`config.mk`:
```
export PLATFORM = sky130hd
export DESIGN_NAME = instr_controller
export DESIGN_NICKNAME = d
export VERILOG_FILES = /design/src/rtl/instr_controller.sv
export SDC_FILE = /design/constraint.sdc
export NUM_CORES = 1
export LEC_CHECK = 0
export ABC_AREA = 1
export CAP_MARGIN = 5
export CORE_MARGIN = 1
export CORE_UTILIZATION = 25
export CTS_BUF_LIST = sky130_fd_sc_hd__clkbuf_8 sky130_fd_sc_hd__clkbuf_16
export DETAILED_ROUTE_END_ITERATION = 10
export PLACE_DENSITY = 0.53
export REMOVE_ABC_BUFFERS = 1
export SLEW_MARGIN = 5
export SYNTH_ARGS = -nofsm -noshare
export SYNTH_HDL_FRONTEND = slang
export SYNTH_SLANG_ARGS = --single-unit
```
`constraint.sdc`:
```
create_clock -name clk -period 3.2 [get_ports clk]
set_input_delay 0.48 -clock clk [delete_from_list [all_inputs] [get_ports clk]]
set_output_delay 0.48 -clock clk [all_outputs]
set_load 0.005 [all_outputs]
```
`src/rtl/instr_controller.sv`:
```
`default_nettype none
// ============================================================================
//  Module   : instr_controller
//  Purpose  : Instruction register, decoder and multi-cycle control FSM that
//             drives the register-file, A/B/C load, mux, shifter and ALU
//             controls of the downstream datapath.
//  Ports    : clk, reset (async, active-high)
//             in[15:0] instruction word, load (capture into IR), s (start)
//             w (idle/ready), datapath_in[15:0] (sign-extended imm8)
//             write, vsel, loada, loadb, asel, bsel, loadc, loads
//             readnum[2:0], writenum[2:0], shift[1:0], ALUop[1:0]
//  Revision : 1.0  initial release
// ============================================================================
module instr_controller (
  input  logic        clk,
  input  logic        reset,
  input  logic [15:0] in,
  input  logic        load,
  input  logic        s,
  output logic        w,
  output logic [15:0] datapath_in,
  output logic        write,
  output logic        vsel,
  output logic        loada,
  output logic        loadb,
  output logic        asel,
  output logic        bsel,
  output logic        loadc,
  output logic        loads,
  output logic [2:0]  readnum,
  output logic [2:0]  writenum,
  output logic [1:0]  shift,
  output logic [1:0]  ALUop
);

  localparam logic [2:0] S_WAIT   = 3'd0;
  localparam logic [2:0] S_DECODE = 3'd1;
  localparam logic [2:0] S_WR_IMM = 3'd2;
  localparam logic [2:0] S_GET_A  = 3'd3;
  localparam logic [2:0] S_GET_B  = 3'd4;
  localparam logic [2:0] S_EXEC   = 3'd5;
  localparam logic [2:0] S_WR_RD  = 3'd6;

  logic [2:0]  r_state;
  logic [2:0]  w_next;
  logic [15:0] r_ir;

  // Instruction fields
  logic [2:0] w_opcode;
  logic [1:0] w_op;
  logic [2:0] w_rn;
  logic [2:0] w_rd;
  logic [1:0] w_sh;
  logic [2:0] w_rm;

  assign w_opcode = r_ir[15:13];
  assign w_op     = r_ir[12:11];
  assign w_rn     = r_ir[10:8];
  assign w_rd     = r_ir[7:5];
  assign w_sh     = r_ir[4:3];
  assign w_rm     = r_ir[2:0];

  // Instruction class decode
  logic w_mov_imm;
  logic w_mov_reg;
  logic w_alu_ab;   // ADD, CMP, AND: need both operands
  logic w_mvn;
  logic w_cmp;

  assign w_mov_imm = (w_opcode == 3'b110) && (w_op == 2'b10);
  assign w_mov_reg = (w_opcode == 3'b110) && (w_op == 2'b00);
  assign w_alu_ab  = (w_opcode == 3'b101) && (w_op != 2'b11);
  assign w_mvn     = (w_opcode == 3'b101) && (w_op == 2'b11);
  assign w_cmp     = (w_opcode == 3'b101) && (w_op == 2'b01);

  assign datapath_in = {{8{r_ir[7]}}, r_ir[7:0]};

  // IR only captures while idle so the fields stay stable for a whole instruction.
  always_ff @(posedge clk or posedge reset) begin
    if (reset) begin
      r_ir <= 16'h0000;
    end else if (load && (r_state == S_WAIT)) begin
      r_ir <= in;
    end
  end

  // State register
  always_ff @(posedge clk or posedge reset) begin
    if (reset) begin
      r_state <= S_WAIT;
    end else begin
      r_state <= w_next;
    end
  end

  // Next-state logic
  always_comb begin
    w_next = r_state;
    case (r_state)
      S_WAIT:   if (s) w_next = S_DECODE;
      S_DECODE: begin
        if (w_mov_imm)                w_next = S_WR_IMM;
        else if (w_alu_ab)            w_next = S_GET_A;
        else if (w_mov_reg || w_mvn)  w_next = S_GET_B;
        else                          w_next = S_WAIT;   // illegal: nothing written
      end
      S_WR_IMM: w_next = S_WAIT;
      S_GET_A:  w_next = S_GET_B;
      S_GET_B:  w_next = S_EXEC;
      S_EXEC:   w_next = w_cmp ? S_WAIT : S_WR_RD;
      S_WR_RD:  w_next = S_WAIT;
      default:  w_next = S_WAIT;
    endcase
  end

  // Moore outputs
  always_comb begin
    w        = 1'b0;
    write    = 1'b0;
    vsel     = 1'b0;
    loada    = 1'b0;
    loadb    = 1'b0;
    asel     = 1'b0;
    bsel     = 1'b0;
    loadc    = 1'b0;
    loads    = 1'b0;
    readnum  = 3'd0;
    writenum = 3'd0;
    shift    = 2'b00;
    ALUop    = 2'b00;
    case (r_state)
      S_WAIT:   w = 1'b1;
      S_WR_IMM: begin
        write    = 1'b1;
        vsel     = 1'b1;
        writenum = w_rn;
      end
      S_GET_A: begin
        readnum = w_rn;
        loada   = 1'b1;
      end
      S_GET_B: begin
        readnum = w_rm;
        loadb   = 1'b1;
      end
      S_EXEC: begin
        shift = w_sh;
        // MOV reg passes B through the adder with A forced to zero.
        ALUop = w_mov_reg ? 2'b00 : w_op;
        asel  = w_mov_reg;
        loadc = 1'b1;
        loads = 1'b1;
      end
      S_WR_RD: begin
        write    = 1'b1;
        writenum = w_rd;
      end
      default: ;
    endcase
  end

endmodule
`default_nettype wire

```
Word-level counts from Yosys, hierarchy flattened
Cells that the tools add are included.
- shift-type cells: 0
- $add $sub $neg: 0
- order comparisons: 0
- eq/ne operators: 13
- reductions and logical operators: 10
- mux-type cells: 18
- multiply operators: 0
- bitwise logic cells: 0
- div/mod/pow operators: 0
- operators by type and width (operator ; number):
    equality test 3 bit, second input constant ; 5
    two-way mux 3 bit ; 5
    case mux 3 bit (5 select lines) ; 1
    case mux 3 bit (2 select lines) ; 2
    two-way mux 1 bit ; 7
    equality test 3 x 2 -> 1 bit, second input constant ; 2
    logical AND 1 bit ; 6
    two-way mux 2 bit ; 3
    equality test 2 bit, second input constant ; 2
    inequality test 2 bit, second input constant ; 2
    equality test 3 x 1 -> 1 bit, second input constant ; 1
    zero test 3 bit ; 1
    equality test 2 x 1 -> 1 bit, second input constant ; 1
    zero test 2 bit ; 1
    OR reduction 2 bit ; 1
    logical OR 1 bit ; 1
- memory bits (writable): 0
- input port bits: 20
- memory bits (read-only): 0
- bits in registers: 19
- bits in latches: 0
- output and inout bits: 35
- memories: 0

Longest topological paths before layout
Gate-level depths: netlist of the first run.
- depth after elaboration: 7
- depth in mapped cells: 7

Least setup slack after synthesis of the first run
Ideal clock, no wire load.
- path type: flip-flop to output port
- from: register r_state[1]
- to: output ALUop[0]
- data arrival time: 0.944 ns
- required time: 2.720 ns
- cell stages (with the launch flop): 6
- slack: 1.776 ns
- cells stage by stage: dfrtp_1 > inv_1 > nand2_1 > nor2_2 > inv_1 > nor2_1
- cells in the longest elaborated chain, start to end: 2
- ends and longest elaborated chain (what ; line ; RTL):
    start: declaration ; 44 ; logic [2:0] r_state;
    start signal: assignment ; 92 ; r_state <= w_next;
    equality test 3 bit ; 131 ; case (r_state)
    two-way mux 2 bit ; 131 ;
    end: declaration ; 33 ; output logic [1:0] ALUop
Every way passes these cells.

Final worst setup path of the first run
- from: register r_state[1]
- to: output asel
- cells in the longest elaborated chain, start to end: 2
- ends and longest elaborated chain (what ; line ; RTL):
    equality test 3 bit ; 131 ;
    two-way mux 1 bit ; 131 ;
    end: declaration ; 26 ; output logic asel,
Every way passes these cells.

==> results_dict.tcl, run 1 <==
set metrics [dict create \
    grt_setup_unrepaired "no" \
    hp-start "r_ir[10]" \
    vdd_ir_drop_max_v 0.0003285 \
    cts_buffers 3 \
    io_pins 55 \
    outcome "completed" \
    hp-class "flip-flop to flip-flop" \
    crit_path_frequent_cell "inv_1" \
    wl_met2_mm 1.359 \
    path_class "flip-flop to output pin" \
    clk_pin_slew_ps 70 \
    die-area_sq_um 4813 \
    min_to "r_ir[10]" \
    ys.warnings.count 0 \
    hpwlAfterDp_mm 2.132 \
    r2r_end "r_ir[6]" \
    r2r_setup_slack_ps 1870 \
    coreArea_sq_um 4354 \
    cts_tree "yes" \
    synth_seq_cells 19 \
    root_buffer "clkbuf_8" \
    multi_input_area_sq_um 429.2 \
    rows 24 \
    r2r-start "r_state[2]" \
    cts_resized 0 \
    crit_chain "inv_1, nand2_1, nor2_2, inv_1, nor2_1, clkdlybuf4s50_1" \
    seq_area_frac_synth 0.4190 \
    first_pass_iters 4 \
    min_delay_path_depth 2 \
    nFillCells 471 \
    highest_layer "met4" \
    drtAntennaViolNets 0 \
    synth_top_area_cell "dfrtp_1" \
    grt_util_all_layers 0.1243 \
    area_growth_pct 42.67 \
    synth_area_leaders "dfrtp_1, nand2_1, buf_4" \
    fin_nets 213 \
    ctsHoldBuffers 0 \
    finalCritPeriodShare 0.7151 \
    worstPathRequired_ps 2720 \
    routed_wl_mm 2.860 \
    reg2regPathDepth 6 \
    arrival_ps 1810 \
    die_h_um 69.38 \
    grt_pass1_wl_mm 4.843 \
    viasPerCell 4.213 \
    drc 0 \
    routedLengthMet1_mm 1.355 \
    grt_max_degree 20 \
    h-tree-depth 1 \
    slew_headroom 0.5109 \
    vias 1028 \
    worst-slew-pin-transition_ps 732.8 \
    io_buffers 53 \
    syn-cell-area_sq_um 1135 \
    postCtsSetupRepairBufs 0 \
    final_common_cell "clkdlybuf4s50_1" \
    initial_utilization 0.2606 \
    antenna_found_initial 0 \
    leakagePower_nw 0.7839 \
    slowest_stage "clkdlybuf4s50_1" \
    setup_viol 0 \
    route.met3.wl_um 111 \
    finalMaxSlewViolations 0 \
    drive_gt1_frac 0.05729 \
    hold_viol_final 0 \
    clock.fmax_ghz 0.4370 \
    cp-start-kind "flip-flop" \
    cts.sinks 19 \
    avgRoutedWirePerCell_um 11.72 \
    syn_area_per_cell_sq_um 7.275 \
    grt_pass1_vias 1061 \
    critPathTopFamily "buffers and inverters" \
    fin_worst_skew_ps 1.470 \
    place_congestion 0.8322 \
    dpl_worst_slack_ps 1181 \
    final_cell_mix "clkdlybuf4s50_1, nand2_1, nand3_1, dfrtp_1, inv_1" \
    crit_fanout 5 \
    die_w_um 69.38 \
    diodes 0 \
    ys_types 17 \
    maxCapViolCount 0 \
    cts_buffer_depth 2 \
    regArea_sq_um 475.5 \
    synth_top_area_frac 0.4190 \
    path_buf_inv 3 \
    power_density_nw_per_um2 844.4 \
    worstSkewPairLatency_ps 250 \
    drt-initial-drc-count 49 \
    gr-total-overflow 0 \
    setup_tns_ps 0 \
    fin_ws_ps 911.8 \
    post-route-min-period_ps 2288 \
    total_power_w 0.001367 \
    critical_path.max_stage_delay_ps 510 \
    syn_inst 156 \
    worst_setup_path_end_kind "output pin" \
]
==> worst max path at each step <==
stage / slack (ps) / start / end / depth (start not counted)
global placement: 1220 / r_state[1] / asel / 6
CTS: 890 / r_state[1] / shift[1] / 6
finish: 910 / r_state[1] / asel / 6
detailed placement: 1180 / r_state[2] / shift[1] / 5
global route: 750 / r_state[1] / shift[1] / 6
floorplan: 1750 / r_state[1] / ALUop[0] / 5
==> report_power, final <==
part / switching [W] / internal [W] / leakage, nW
Combinational: 0.000350 / 0.000381 / 0.521
Sequential: 0.000116 / 0.000356 / 0.236
Clock: 0.0000793 / 0.0000853 / 0.0269
Total: 0.000545 / 0.000822 / 0.784
==> final cells by class <==
class | count | area share
repair buffers | 54 | 0.3323
flip-flops and latches | 19 | 0.2937
multi-input cells | 98 | 0.2651
inverters | 17 | 0.04096
well taps | 52 | 0.04019
clock buffers | 3 | 0.02550
clock inverters | 1 | 0.002318
==> per-layer routing <==
metal / vias up / track usage
li1: 533 / -
met1: 466 / 0.1610
met2: 25 / 0.2136
met3: 4 / 0.01599
met4: 0 / 0.04082
met5: - / 0
==> worst register-to-register path, delay by kind of cell (launching register included) <==
kind | cells | cell delay [ps]
flops | 1 | 460
buf+inv | 2 | 330
simple gates | 4 | 440
==> cells in the mapped netlist (all sizes together) <==
cell type / number
a21oi: 2
nand2: 51
nor2: 15
conb: 1
inv: 17
o21ai: 6
dfrtp: 19
nand3: 23
buf: 22
==> sequential cells by signal (all words and copies together) (netlist names) <==
register / cells
r_ir: 16
r_state: 3
==> per-stage QoR <==
step                      std cells  hold slack, ps  utilization  area (sq um)
after floorplan                 134           431.1            -         970.9
final                           244           472.4       0.3718          1619
after global placement          240           455.6       0.3615          1574
after global routing            244           500.6       0.3718          1619
after detailed placement        240           461.2       0.3615          1574
after CTS                       244           479.0       0.3718          1619
==> cell families after synthesis <==
group | Yosys count | share of synthesized area
compound gates | 8 | 0.03528
other cells | 1 | 0.003304
simple gates | 89 | 0.3396
flops | 19 | 0.4190
buf+inv | 39 | 0.2029
Note: power is estimated with default switching activity, not from simulation.
==> inputs of run 2 (changes only) <==
--- a/config.mk
+++ b/config.mk
@@ -11,7 +11,7 @@
 export CORE_UTILIZATION = 25
 export CTS_BUF_LIST = sky130_fd_sc_hd__clkbuf_8 sky130_fd_sc_hd__clkbuf_16
 export DETAILED_ROUTE_END_ITERATION = 10
-export PLACE_DENSITY = 0.53
+export PLACE_DENSITY = 0.55
 export REMOVE_ABC_BUFFERS = 1
 export SLEW_MARGIN = 5
 export SYNTH_ARGS = -nofsm -noshare
==> constraint.sdc (replaced) <==
create_clock -name clk -period 2 [get_ports clk]
set_input_delay 0.3 -clock clk [delete_from_list [all_inputs] [get_ports clk]]
set_output_delay 0.3 -clock clk [all_outputs]
set_load 0.005 [all_outputs]
==> results_dict.tcl, run 2 (synthesis gave the netlist of run 1 again) <==
set metrics [dict create \
    outcome "completed" \
    hpwlAfterDp_mm 2.111 \
    worstPathRequired_ps 1700 \
    finalMaxSlewViolations 0 \
    clock.fmax_ghz 0.5139 \
    drt-initial-drc-count 33 \
    grt_pass1_vias 1033 \
    diodes 0 \
    io_pins 55 \
    post-route-min-period_ps 1946 \
    fin_worst_skew_ps 2.438 \
    worst_setup_path_end_kind "output pin" \
    avgRoutedWirePerCell_um 11.31 \
    worstSkewPairLatency_ps 260 \
    cts_tree "yes" \
    path_class "flip-flop to output pin" \
    h-tree-depth 1 \
    crit_fanout 4 \
    die_h_um 69.38 \
    routed_wl_mm 2.805 \
    whs_ps 350.5 \
    gr-total-overflow 0 \
    maxCapViolCount 0 \
    place_congestion 0.8111 \
    clk_pin_slew_ps 70 \
    nFillCells 466 \
    grt_pass1_wl_mm 4.795 \
    reg_top3 "r_ir x16, r_state x3" \
    multi_input_area_sq_um 441.7 \
    fin_util 0.3859 \
    grt_util_all_layers 0.1252 \
    drtAntennaViolNets 0 \
    leakagePower_nw 0.9139 \
    coreArea_sq_um 4354 \
    cp-start-kind "flip-flop" \
    final_common_cell "nand2_1" \
    rows 24 \
    first_pass_iters 4 \
    largest-register "r_ir" \
    drive_gt1_frac 0.1173 \
    grt_setup_unrepaired "yes" \
    finalCritPeriodShare 0.9730 \
    cts_buffer_depth 2 \
    die-area_sq_um 4813 \
    cts.sinks 19 \
    setup_viol 0 \
    fin_ws_ps 53.97 \
    vdd_ir_drop_max_v 0.0005194 \
    area_growth_pct 48.07 \
    power_density_nw_per_um2 1345 \
    hp-class "input pin to asynchronous set/reset pin" \
    root_buffer "clkbuf_8" \
    regArea_sq_um 478.0 \
    antenna_found_initial 0 \
    die_w_um 69.38 \
    dpl_worst_slack_ps 261.1 \
    hold_viol_final 0 \
    grt_max_degree 20 \
    largest_reg_flops 16 \
    final_area_sq_um 1680 \
    vias 1076 \
    cts_buffers 3 \
    final_cell_mix "nand2_1, clkdlybuf4s50_1, nand3_1, dfrtp_1" \
    fin_nets 217 \
    arrival_ps 1650 \
    initial_utilization 0.2606 \
    io_buffers 53 \
    placed_area_sq_um 1597 \
    viasPerCell 4.339 \
    drc 0 \
]
## run 2: cell count changes in the layout (fill, tap and decap cells not counted), sizes merged
| cell | change |
|---|---|
| clkinvlp | +1 |
| inv | -1 |
| dlymetal6s2s | +6 |
| buf | +4 |
| clkdlybuf4s50 | -8 |
| dlygate4sd2 | +2 |
## run 2: path summary, 6_finish.rpt
kind | startpoint | to | slack, ps | cells after the start
max | r_state[0] | readnum[0] | 50 | 6
min | reset | r_ir[10] | 350 | 3
max reg2reg | r_state[0] | r_ir[14] | 620 | 7
min reg2reg | r_ir[9] | r_ir[9] | 480 | 2
max in group asynchronous | reset | r_state[0] | 1420 | 3
min in group clk | r_ir[9] | r_ir[9] | 480 | 2
## run 2: critical path, stage by stage (launching register included)
cell	delay, ps
dfrtp_2	460
nor2_4	120
nand2_1	90
inv_2	80
nand2_1	50
o21ai_1	70
clkdlybuf4s50_1	510
## run 2: routing by layer
layer	vias up	part of all wire	track usage
met5	-	0	0
met3	5	0.052	0.02616
li1	542	-	-
met2	30	0.50	0.2157
met1	499	0.43	0.1534
met4	0	0.012	0.04535
## run 2: report_power, final
group / switching, W / leakage, nW / internal, W
registers: 0.000190 / 0.234 / 0.000573
clock network: 0.000138 / 0.0217 / 0.000141
logic: 0.000577 / 0.658 / 0.000641
## run 2: what timing repair did
item	in CTS	in global routing
pin swaps	0	1
setup endpoints to repair	7	12
buffers inserted	0	1
hold buffers	0	0
gates resized for setup	6	14
## run 2: area by class of cell
class	count	area share
Timing Repair Buffer	58	0.3455
Sequential cell	19	0.2844
Multi-Input combinational cell	98	0.2628
Inverter	17	0.03946
Tap cell	52	0.03872
Clock buffer	3	0.02457
Clock inverter	1	0.004468
## run 2: metrics by stage
step           power (W)  TNS (ps)  instances
6_report        0.002260         0        248
5_1_grt         0.002478    -37.78        248
4_1_cts         0.002276    -24.49        247
3_5_place_dp    0.001981         0        243
3_3_place_gp    0.001972         0        243
2_1_floorplan   0.001262         0        134
